==> src/rtl/airlock_seq.sv <==
// airlock_seq: airlock door interlock sequencer with a seconds prescaler
// and one shared countdown for the wait, fill and drain phases.
// Optional feature macro: AIRLOCK_SEQ_FAULT_EN. When it is defined, a door
// switch raised during WAIT/FILL/DRAIN latches FAULT until reset.
module airlock_seq #(
    parameter int unsigned TICK_DIV   = 50000000,
    parameter int unsigned WAIT_SECS  = 5,
    parameter int unsigned FILL_SECS  = 7,
    parameter int unsigned DRAIN_SECS = 8,
    parameter int unsigned CNT_W      = 4
) (
    input  logic             clk,
    input  logic             reset,
    input  logic             fill_req,
    input  logic             drain_req,
    input  logic             abort,
    input  logic             hold,
    input  logic             inner_sw,
    input  logic             outer_sw,
    output logic             inner_door,
    output logic             outer_door,
    output logic             waiting,
    output logic             filling,
    output logic             draining,
    output logic [CNT_W-1:0] remaining,
    output logic             done,
    output logic [2:0]       state
);

    localparam int unsigned PRE_W = (TICK_DIV > 1) ? $clog2(TICK_DIV) : 1;
    localparam logic [PRE_W-1:0] PRE_MAX  = PRE_W'(TICK_DIV - 1);
    localparam logic [CNT_W-1:0] WAIT_LD  = CNT_W'(WAIT_SECS);
    localparam logic [CNT_W-1:0] FILL_LD  = CNT_W'(FILL_SECS);
    localparam logic [CNT_W-1:0] DRAIN_LD = CNT_W'(DRAIN_SECS);
    localparam logic [CNT_W-1:0] REM_ONE  = CNT_W'(1);

    typedef enum logic [2:0] {
        S_IDLE    = 3'd0,
        S_WAIT    = 3'd1,
        S_FILL    = 3'd2,
        S_FLOODED = 3'd3,
        S_DRAIN   = 3'd4,
        S_FAULT   = 3'd5
    } state_t;

    state_t             state_q, state_d;
    logic               dir_q, dir_d;       // 0: heading to FILL, 1: heading to DRAIN
    logic [PRE_W-1:0]   pre_q, pre_d;
    logic [CNT_W-1:0]   rem_q, rem_d;
    logic               done_q, done_d;
    logic               timed;
    logic               tick;
    logic               expire;

    // State and datapath registers, cleared asynchronously.
    always_ff @(posedge clk or posedge reset) begin
        if (reset) begin
            state_q <= S_IDLE;
            dir_q   <= 1'b0;
            pre_q   <= '0;
            rem_q   <= '0;
            done_q  <= 1'b0;
        end else begin
            state_q <= state_d;
            dir_q   <= dir_d;
            pre_q   <= pre_d;
            rem_q   <= rem_d;
            done_q  <= done_d;
        end
    end

    // Next-state, prescaler and countdown logic.
    always_comb begin
        state_d = state_q;
        dir_d   = dir_q;
        pre_d   = pre_q;
        rem_d   = rem_q;
        done_d  = 1'b0;
        timed   = (state_q == S_WAIT) || (state_q == S_FILL) || (state_q == S_DRAIN);
        tick    = timed && !hold && (pre_q == PRE_MAX);
        expire  = tick && (rem_q == REM_ONE);

        if (timed && !hold) begin
            pre_d = tick ? '0 : pre_q + PRE_W'(1);
        end
        if (tick) begin
            rem_d = rem_q - REM_ONE;
        end

        case (state_q)
            S_IDLE: begin
                if (fill_req && !inner_sw && !outer_sw) begin
                    state_d = S_WAIT;
                    dir_d   = 1'b0;
                    rem_d   = WAIT_LD;
                    pre_d   = '0;
                end
            end
            S_FLOODED: begin
                if (drain_req && !inner_sw && !outer_sw) begin
                    state_d = S_WAIT;
                    dir_d   = 1'b1;
                    rem_d   = WAIT_LD;
                    pre_d   = '0;
                end
            end
            S_WAIT: begin
                if (abort) begin
                    state_d = dir_q ? S_FLOODED : S_IDLE;
                    rem_d   = '0;
                    pre_d   = '0;
                end else if (expire) begin
                    state_d = dir_q ? S_DRAIN : S_FILL;
                    rem_d   = dir_q ? DRAIN_LD : FILL_LD;
                    pre_d   = '0;
                end
            end
            S_FILL: begin
                if (expire) begin
                    state_d = S_FLOODED;
                    rem_d   = '0;
                    pre_d   = '0;
                    done_d  = 1'b1;
                end
            end
            S_DRAIN: begin
                if (expire) begin
                    state_d = S_IDLE;
                    rem_d   = '0;
                    pre_d   = '0;
                    done_d  = 1'b1;
                end
            end
            S_FAULT: begin
                rem_d = '0;
                pre_d = '0;
            end
            default: begin
                state_d = S_IDLE;
                rem_d   = '0;
                pre_d   = '0;
            end
        endcase

`ifdef AIRLOCK_SEQ_FAULT_EN
        // A door switch during a timed phase overrides abort and expiry.
        if (timed && (inner_sw || outer_sw)) begin
            state_d = S_FAULT;
            rem_d   = '0;
            pre_d   = '0;
            done_d  = 1'b0;
        end
`endif
    end

    // Outputs decoded from the registered state; doors gate the live switches.
    assign inner_door = inner_sw && (state_q == S_IDLE);
    assign outer_door = outer_sw && (state_q == S_FLOODED);
    assign waiting    = (state_q == S_WAIT);
    assign filling    = (state_q == S_FILL);
    assign draining   = (state_q == S_DRAIN);
    assign remaining  = rem_q;
    assign done       = done_q;
    assign state      = state_q;

endmodule

==> config.mk <==
export PLATFORM = sky130hd
export DESIGN_NAME = airlock_seq
export DESIGN_NICKNAME = d
export VERILOG_FILES = /design/src/rtl/airlock_seq.sv
export SDC_FILE = /design/constraint.sdc
export NUM_CORES = 1
export LEC_CHECK = 0
export BUFFER_PORTS_ARGS = -buffer_cell sky130_fd_sc_hd__buf_2
export CORE_MARGIN = 4
export CORE_UTILIZATION = 38
export CTS_CLUSTER_SIZE = 20
export DETAILED_ROUTE_END_ITERATION = 12
export GPL_TIMING_DRIVEN = 0
export SLEW_MARGIN = 20
export SYNTH_ARGS = -nofsm -noshare
export SYNTH_HDL_FRONTEND = slang
export SYNTH_SLANG_ARGS = --single-unit
==> constraint.sdc <==
create_clock -name clk -period 2.45 [get_ports clk]
set_input_delay 0.245 -clock clk [delete_from_list [all_inputs] [get_ports clk]]
set_output_delay 0.245 -clock clk [all_outputs]
set_load 0.02 [all_outputs]
==> run summary <==
In the layout the commonest cells are 39 x sky130_fd_sc_hd__nor2_1, 35 x sky130_fd_sc_hd__dfrtp_1, 23 x sky130_fd_sc_hd__buf_2. The initial core utilization came out at 39.1%. The via count of the first global-routing pass is 1831. Using the TritonRoute via totals, the vias-per-cell ratio works out to approximately 5.4. The placed instance area came out at 2360 um^2.

The count of clock tree sinks is 35. 0 antenna diodes ended up in the layout. For this design the ratio of total power to cell area is 818 nW/um^2. The all-layer global routing usage came out at 15.1%. The I/O pin count is 21.

The delay contributed by the slowest stage of the critical path is 0.51 ns. The internal power of the cells totals 1.19 mW. The CTS H-tree depth is 2. The signal on the critical path passes through or4b_1 > or3_1 > nor4_4 > nand2_1 > a221o_1.

TritonCTS built the clock tree. The number of antenna violations at the first check in global routing is 0. Global routing finished with a remaining overflow of 0. Data on the critical path is required at its endpoint by 2.62 ns. The final-layout fill cell count is around 540.

The switching power summed over all nets came out at 0.899 mW. With fillers left out, the area of the finished cells amounts to approximately 2500 um^2. The relative contribution of combinational cells to total power is 46.1%. Entering global routing, the biggest net connects 29 pins. The post-synthesis cell count came out at about 240. The detail route stage leaves a number of antenna-violating nets equal to 0.

In this run the worst hold path is classified as in2reg. The global-route wire length before repair came out at between 8000 and 9000 um. The commonest non-fill, non-tap cell in the layout is sky130_fd_sc_hd__nor2_1. The slowest stage cell on the critical path is sky130_fd_sc_hd__or4b_1. Setup slack closes at 0.146 ns.

The via total after detailed routing came out at 1875. The combined area of the multi-input logic cells is 1240 um^2. The synthesis-to-layout area growth is 18.6%.

The number of violations of the max-capacitance limit came out at 0. The clock latency on the worst-skew pair is about 0.29 ns. The total of buffers placed on input and output ports came out at 20. The clock network power share is 20.5%. Prior to clock tree synthesis, the placed netlist has a worst setup slack of -0.0290 ns. After detailed routing, the number of remaining DRC violations is 0.

For this run, the share of the core covered by cells in the final layout is 46.3%. The root buffer cell chosen for the clock tree is sky130_fd_sc_hd__clkbuf_8. The remaining max-slew budget at the tightest pin came out at 48.3%. The die is approximately 83 um tall.

Counting tap cells, the placed design contains a total of roughly 340 instances. The die span in x is 83.2 um. For the worst setup path, the data arrival time is 2.47 ns.

The weighted congestion reported at the end of routability-driven placement is roughly 0.84. The total number of yosys warnings came out at 0. Counting every net in the synthesized netlist gives 255. The worst supply voltage drop on vdd is 408 uV. The final-report setup violation count came out at 0. The maximum fanout encountered on the critical timing path is 6. The portion of total power attributed to sequential cells is roughly a third. The maximum number of buffers from clock root to sink came out at 2. At the pin with the least slew margin, the transition time is 0.773 ns. The number of nets at the end of the flow is 291.

The detailed-routing iteration count for the pre-antenna-repair pass is 6. The number of non-filler instances in the completed layout is 350. The share of the yosys chip area belonging to registers is 40.7%. Net switching is 43.1% of the power. The proportion of layout cells with a drive suffix above 1 is a little under a fifth. The number of buffers created by CTS is 5. The average wire per standard cell is 14.0 um. The critical setup path kind is reg2reg. The total count of hold-check failures in the final report came out at 0. The area inside the core boundary came out at 5510 um^2. After clock tree synthesis, the clock-pin slew on the worst setup and hold paths is 0.07 ns. The clock period could shrink to 2.30 ns. For this block, the routed nets add up to 4900 um of wire. A synthesized cell averages between 8 and 9 um^2. The cell row count is 27. The worst path uses 94.0% of the clock period. The total count of max-transition violations in the final report is 0.

The flip-flop and latch count after synthesis came out at 35. The worst clock skew came out at slightly below 0.005 ns. The startpoint kind of the worst setup timing path is a flip-flop. After routing, the total negative slack on setup checks comes to 0 ns. The HPWL after detailed placement is 3550 um. The top achievable clock speed is 434 MHz. In this run, distinct cell masters in the synthesized netlist total 44. STA classifies the critical path endpoint as a flip-flop. Setup repair after global routing left no endpoint under its margin.

The leakage component of the power is 1.17 nW. The total die area came out at 6930 um^2. The register area came out at 876 um^2. The number of DRC violations after detailed-routing iteration 0 is 71.

The run finished with clean final reports. The mapped cell area is 2150 um^2.
==> registers in the layout (all words and copies together), names as in the netlist <==
signal     cells
pre_q         26
dir_q          1
remaining      4
state          3
done           1
==> cell usage after synthesis (all sizes together) <==
| cell | number | share of area, % |
|---|---|---|
| nor2 | 39 | 6.8 |
| dfrtp | 35 | 41 |
| xor2 | 21 | 8.9 |
| nand2 | 18 | 3.1 |
| nand3 | 14 | 3.3 |
| inv | 11 | 1.9 |
| a21oi | 9 | 2.1 |
| nand4 | 9 | 2.9 |
| nor3 | 9 | 2.1 |
| nor4 | 9 | 4.2 |
| o21ai | 7 | 1.6 |
| a31oi | 6 | 1.7 |
| and3 | 5 | 1.5 |
| buf | 5 | 1.0 |
| ha | 5 | 2.9 |
| xnor2 | 5 | 2.0 |
| and4 | 3 | 1.2 |
| nand2b | 3 | 0.87 |
| nor2b | 3 | 0.87 |
| nor3b | 3 | 1.6 |
| and2 | 2 | 0.58 |
| clkbuf | 2 | 0.35 |
| nand3b | 2 | 0.70 |
| o21bai | 2 | 0.70 |
| or3 | 2 | 0.58 |
| or4b | 2 | 1.1 |
| a211oi | 1 | 0.58 |
| a21o | 1 | 0.35 |
| a221o | 1 | 0.47 |
| a22oi | 1 | 0.58 |
| a2bb2oi | 1 | 0.41 |
| a311oi | 1 | 0.41 |
| and3b | 1 | 0.41 |
| mux2i | 1 | 0.47 |
| o22ai | 1 | 0.29 |
| o31ai | 1 | 0.35 |
| or2 | 1 | 0.29 |
==> power by group through the flow <==
stage | sequential, mW | clock [mW] | combinational (mW)
6_report | 0.695 | 0.428 | 0.962
5_1_grt | 0.706 | 0.471 | 1.08
4_1_cts | 0.696 | 0.442 | 0.902
3_5_place_dp | 0.706 | 0 | 0.896
3_3_place_gp | 0.702 | 0 | 0.885
2_1_floorplan | 0.731 | 0 | 0.619
==> path summary, 6_finish.rpt <==
path	startpoint	endpoint	slack (ns)	cells after the start
min in group asynchronous	reset	done	0.41	3
max in group asynchronous	reset	pre_q[9]	1.62	4
min reg2reg	pre_q[5]	pre_q[5]	0.55	2
min	drain_req	dir_q	0.28	3
max reg2reg	pre_q[10]	state[0]	0.15	5
max	pre_q[10]	state[0]	0.15	5
==> critical path, delay by kind of cell, from the launching register on <==
kind | cells | cell delay [ns]
flops | 1 | 0.45
simple gates | 4 | 1.34
compound gates | 1 | 0.40
==> kinds of logic after synthesis <==
kind of cell	count (synthesis)	synth area share, %
and+or+nand+nor	125	32.1
DFF	35	40.7
AOI/OAI and AO/OA	32	9.60
xor gates and xnor gates	26	10.9
buffers and inverters	18	3.32
adders and majority gates	5	2.91
muxes	1	0.465
==> stage by stage <==
step | total power, mW | hold slack, ns
after global placement | 1.59 | 0.531
after CTS | 2.04 | 0.281
final | 2.09 | 0.281
after global routing | 2.26 | 0.299
after floorplan | 1.35 | 0.399
after detailed placement | 1.60 | 0.176
==> metal layers <==
layer  up-vias  GRT usage, %  routed length (um)
met5         -             0                   0
met4         0          5.50                  69
met3         9          3.67                 241
met2        51          22.8                2280
met1       892          20.9                2310
li1        923             -                   -
==> final cells by class <==
| type | count | share of cell area, % |
|---|---|---|
| Sequential cell | 35 | 34.3 |
| Clock inverter | 1 | 0.196 |
| Tap cell | 72 | 3.53 |
| Clock buffer | 6 | 3.24 |
| Multi-Input combinational cell | 189 | 48.7 |
| Inverter | 11 | 1.62 |
| Buffer | 7 | 1.18 |
| Timing Repair Buffer | 29 | 7.16 |
==> timing repair <==
item | 4_1_cts | 5_1_grt
hold endpoints to repair | 7 | 0
endpoints found under the setup margin | 20 | 25
buffers inserted | 0 | 7
hold buffers | 1 | 0
pin swaps | 0 | 2
gates resized for setup | 1 | 5
(Power assumes the default switching activity.)
